<file path="config.mk">
export PLATFORM = sky130hd
export DESIGN_NAME = serial_adder
export DESIGN_NICKNAME = d
export VERILOG_FILES = /design/src/rtl/serial_adder_pkg.sv /design/src/rtl/full_adder_cell.sv /design/src/rtl/serial_adder.sv
export SDC_FILE = /design/constraint.sdc
export NUM_CORES = 1
export LEC_CHECK = 0
export ABC_AREA = 1
export BUFFER_PORTS_ARGS = -buffer_cell sky130_fd_sc_hd__clkbuf_2
export CAP_MARGIN = 15
export CORE_MARGIN = 5
export CORE_UTILIZATION = 35
export CTS_CLUSTER_SIZE = 16
export DETAILED_ROUTE_END_ITERATION = 8
export PLACE_DENSITY = 0.62
export RECOVER_POWER = 100
export SYNTH_ARGS = -nofsm -noshare
export SYNTH_HDL_FRONTEND = slang
export SYNTH_SLANG_ARGS = --single-unit
export TNS_END_PERCENT = 10
</file>
<file path="constraint.sdc">
create_clock -name clk -period 3.15 [get_ports clk]
set_clock_uncertainty 0.1 [all_clocks]
set_input_delay 0.63 -clock clk [delete_from_list [all_inputs] [get_ports clk]]
set_output_delay 0.63 -clock clk [all_outputs]
set_load 0.02 [all_outputs]
</file>
<file path="src/rtl/serial_adder_pkg.sv">
// Shared types and default constants for the serial adder slice.
package serial_adder_pkg;

  localparam int unsigned SERIAL_ADDER_WIDTH_DEF = 8;
  localparam int unsigned SERIAL_ADDER_BPC_DEF   = 1;

  typedef enum logic [1:0] {
    IDLE,
    RUN,
    DONE
  } serial_adder_state_t;

endpackage

</file>
<file path="src/rtl/full_adder_cell.sv">
// Single-bit full adder built from gate primitives (2 XOR, 2 AND, 1 OR).
module full_adder_cell
  import serial_adder_pkg::*;
(
  input  logic a,
  input  logic b,
  input  logic cin,
  output logic s,
  output logic cout
);

  logic axb;
  logic gen;
  logic prop;

  xor u_x1 (axb, a, b);
  xor u_x2 (s, axb, cin);
  and u_a1 (gen, a, b);
  and u_a2 (prop, axb, cin);
  or  u_o1 (cout, gen, prop);

endmodule

</file>
<file path="src/rtl/serial_adder.sv">
// Multi-cycle unsigned adder: BITS_PER_CYCLE bits per clock, LSB first,
// valid/ready handshakes on operands and result.
// Optional subtract mode and signed-overflow flag: define SERIAL_ADDER_SUB_EN.
module serial_adder
  import serial_adder_pkg::*;
#(
  parameter int unsigned WIDTH          = SERIAL_ADDER_WIDTH_DEF,
  parameter int unsigned BITS_PER_CYCLE = SERIAL_ADDER_BPC_DEF
) (
  input  logic             clk,
  input  logic             rst,
  input  logic             in_valid,
  output logic             in_ready,
  input  logic [WIDTH-1:0] a,
  input  logic [WIDTH-1:0] b,
`ifdef SERIAL_ADDER_SUB_EN
  input  logic             sub,
  output logic             ovf,
`endif
  output logic             out_valid,
  input  logic             out_ready,
  output logic [WIDTH-1:0] s,
  output logic             c
);

  localparam int unsigned STEPS = WIDTH / BITS_PER_CYCLE;
  localparam int unsigned CNT_W = $clog2(STEPS + 1);

  if ((WIDTH < 1) || (BITS_PER_CYCLE < 1) || ((WIDTH % BITS_PER_CYCLE) != 0)) begin : g_bad_cfg
    $error("serial_adder: WIDTH must be a non-zero multiple of BITS_PER_CYCLE");
  end

  serial_adder_state_t state, state_nxt;

  logic [WIDTH-1:0]          a_sh;
  logic [WIDTH-1:0]          b_sh;
  logic [WIDTH-1:0]          sum_sh;
  logic [WIDTH-1:0]          sum_nxt;
  logic [WIDTH-1:0]          cell_ext;
  logic [BITS_PER_CYCLE-1:0] cell_s;
  logic [BITS_PER_CYCLE-1:0] cell_cout;
  logic                      carry_q;
  logic [CNT_W-1:0]          cnt;
  logic                      last_step;
  logic                      accept;

  // Ripple chain of full-adder cells over the low operand bits.
  for (genvar i = 0; i < int'(BITS_PER_CYCLE); i++) begin : g_cell
    logic cin;
    if (i == 0) begin : g_first
      assign cin = carry_q;
    end else begin : g_next
      assign cin = cell_cout[i-1];
    end
    full_adder_cell u_cell (
      .a    (a_sh[i]),
      .b    (b_sh[i]),
      .cin  (cin),
      .s    (cell_s[i]),
      .cout (cell_cout[i])
    );
  end

  // New sum bits enter at the top; after STEPS shifts the LSB group lands at bit 0.
  assign cell_ext  = WIDTH'(cell_s);
  assign sum_nxt   = (sum_sh >> BITS_PER_CYCLE) | (cell_ext << (WIDTH - BITS_PER_CYCLE));
  assign last_step = (cnt == CNT_W'(STEPS - 1));
  assign accept    = in_valid && in_ready;

  // State register.
  always_ff @(posedge clk) begin
    if (rst) state <= IDLE;
    else     state <= state_nxt;
  end

  // Next-state and handshake outputs.
  always_comb begin
    state_nxt = state;
    in_ready  = 1'b0;
    out_valid = 1'b0;
    case (state)
      IDLE: begin
        in_ready = !rst;
        if (in_valid && !rst) state_nxt = RUN;
      end
      RUN: begin
        if (last_step) state_nxt = DONE;
      end
      DONE: begin
        out_valid = 1'b1;
        if (out_ready) state_nxt = IDLE;
      end
      default: state_nxt = IDLE;
    endcase
  end

  // Operand shifting, carry/count registers and result capture.
  always_ff @(posedge clk) begin
    if (rst) begin
      a_sh    <= '0;
      b_sh    <= '0;
      sum_sh  <= '0;
      carry_q <= 1'b0;
      cnt     <= '0;
      s       <= '0;
      c       <= 1'b0;
`ifdef SERIAL_ADDER_SUB_EN
      ovf     <= 1'b0;
`endif
    end else begin
      if (accept) begin
        a_sh    <= a;
        cnt     <= '0;
`ifdef SERIAL_ADDER_SUB_EN
        b_sh    <= sub ? ~b : b;
        carry_q <= sub;
`else
        b_sh    <= b;
        carry_q <= 1'b0;
`endif
      end else if (state == RUN) begin
        a_sh    <= a_sh >> BITS_PER_CYCLE;
        b_sh    <= b_sh >> BITS_PER_CYCLE;
        sum_sh  <= sum_nxt;
        carry_q <= cell_cout[BITS_PER_CYCLE-1];
        cnt     <= cnt + CNT_W'(1);
        if (last_step) begin
          s <= sum_nxt;
          c <= cell_cout[BITS_PER_CYCLE-1];
`ifdef SERIAL_ADDER_SUB_EN
          ovf <= g_cell[BITS_PER_CYCLE-1].cin ^ cell_cout[BITS_PER_CYCLE-1];
`endif
        end
      end
    end
  end

endmodule

</file>
==> results.json <==
{
  "fmax_mhz": 407,
  "layout_min_cycle_time_ns": 2.46,
  "synth_commonest_cells": "49 x nand3_1, 47 x nand2_1, 39 x dfxtp_1, 27 x a21oi_1, 24 x nor2_1",
  "post_cts_buffers": 0,
  "min_path_type": "flop to flop",
  "criticalPathCategory": "primary input to flop",
  "fin_crit_sh": 0.780,
  "fin_area_um2": 2030,
  "finalPower_mw": 0.972,
  "max_cap_viol_count": 0,
  "row_count": 26,
  "fp.dieW_um": 82.3,
  "synth_cell_types": 21,
  "dieArea_um2": 6780,
  "dp.cells": 334,
  "syn_to_final_growth_pct": 11.0,
  "io_pins": 31,
  "ff2ff_setup_slack_ns": 1.36,
  "wl_met1_um": 1880,
  "setup_slack_ns": 0.694,
  "yosysSeqAreaShare": 0.427,
  "route.met2.wl_um": 1700,
  "arrival_ns": 2.53,
  "setup_viol": 0,
  "cts_buffers": 5,
  "dp_hpwl_um": 2500,
  "postSynthCellCount": 247,
  "grt_pass1_vias": 1440,
  "wl_per_cell_um": 11.2,
  "yosysMostFrequentCell": "nand3_1",
  "synth_top_area_frac": 0.427,
  "cts.sinks": 39,
  "core-area_um2": 5110,
  "synth_top_cell_by_area": "dfxtp_1",
  "required_ns": 3.23,
  "wl_um": 3840,
  "postCtsResizedCells": 0,
  "dr.pass1.iters": 5,
  "tightestPinTransition_ns": 1.38,
  "grt_start_max_net_pins": 34,
  "drtIter0Drc": 109,
  "io_buffers": 30,
  "drcViolationCount": 0,
  "vdd_ir_drop_max_mv": 0.157,
  "track_usage": 0.128,
  "dp_slack_ns": 1.18,
  "relSlewSlack": 0.0827,
  "clock_latency_ns": 0.29,
  "synth_area_per_cell_um2": 7.41,
  "fp.dieH_um": 82.3,
  "vias": 1606,
  "synth_edf_count": 0,
  "whs_ns": 0.368,
  "layout-drive-gt1-share": 0.125,
  "final_cells": 342,
  "synth_area_um2": 1830,
  "ys_ff_latch": 39,
  "dpl_cell_area_um2": 1970,
  "highest_layer": "met4",
  "grt_pass1_wl_um": 6670,
  "critPathMaxFanout": 25,
  "clockBufferDepth": 2,
  "ant_nets": 0,
  "clk_pin_slew_ns": 0.07,
  "cts_hold_buf": 0,
  "synth_area_leaders": "dfxtp_1 43%, nand3_1 13%, nand2_1 9.6%, a21oi_1 7.4%, nor2_1 4.9%",
  "ys_warn_count": 0,
  "utilization": 0.398,
  "cellPowerDensity_nw_per_um2": 478,
  "initial_core_util": 0.358,
  "cts_tree": "built",
  "layout.nets": 293,
  "cp-start-kind": "primary input",
  "slew_viol_final": 0,
  "synth-main-ff-cell": "dfxtp_1",
  "place.gp.congestion": 0.699,
  "wl_met3_um": 207,
  "hold_violations": 0,
  "htreeDepth": 2,
  "grt_setup_unrepaired": "no",
  "root_buffer": "clkbuf_8",
  "synth_nets": 269,
  "diodes": 0,
  "p_leak_nw": 0.894,
  "synthArstFlopShare": 0,
  "fin_tns_setup_ns": 0,
  "grt_overflow_total": 0,
  "status": "complete, no violations",
  "antenna_found_initial": 0,
  "viasPerCell": 4.70,
  "end_kind": "flop"
}
[layout by cell type (no fill, tap or decap), drive strengths merged]
cell    instances
o21ai          12
fa              1
clkbuf         38
nand3          49
nand2          50
xor2            2
clkinv          1
a21oi          27
ha              1
nor2           27
buf             2
dfxtp          39
nor3            2
inv            21
[critical path: stages]
cell and delay [ns]:
clkbuf_2 0.08, clkbuf_1 1.00, inv_1 0.48, nand2_1 0.27
a21oi_1 0.06
[final cells by class]
type | instances | area [um2]
clock inverter | 1 | 5.00
multi-input combinational | 171 | 847
fill | 584 | 3080
sequential | 39 | 781
inverter | 21 | 78.8
tap | 70 | 87.6
clock buffer | 7 | 76.3
timing repair buffer | 33 | 156
[power breakdown]
| group | internal [mW] | leakage [nW] | total (mW) | switching (mW) |
|---|---|---|---|---|
| logic | 0.0420 | 0.534 | 0.117 | 0.0746 |
| registers | 0.517 | 0.318 | 0.531 | 0.0134 |
| clock network | 0.155 | 0.0422 | 0.325 | 0.169 |
| total | 0.715 | 0.894 | 0.972 | 0.257 |
[logic make-up after synthesis]
group,count (synthesis),share of synthesized area
AO/OA/AOI/OAI,39,0.107
XOR/XNOR,2,0.00957
adder cells (fa/ha/maj),2,0.0178
buffers and inverters,37,0.111
flip-flops,39,0.427
AND/OR/NAND/NOR,128,0.329
[flip-flops by register name (all words and copies together), names as in the netlist]
name and cells:
a_sh 8, b_sh 8, s 8, sum_sh 7
cnt 4, state 2, c 1, carry_q 1
[layer usage]
| metal | GRT usage | up-vias |
|---|---|---|
| met1 | 0.175 | 709 |
| met2 | 0.187 | 42 |
| met4 | 0.0498 | 0 |
| li1 | - | 847 |
| met5 | 0 | - |
| met3 | 0.0380 | 8 |
[worst paths after layout]
check,start,endpoint,depth (start not counted)
worst min-delay path,s[2],s[2],2
worst max register to register,state[1],c,5
worst max-delay path,rst,carry_q,5
worst min register to register,s[2],s[2],2
Note: power is estimated with default switching activity, not from simulation.
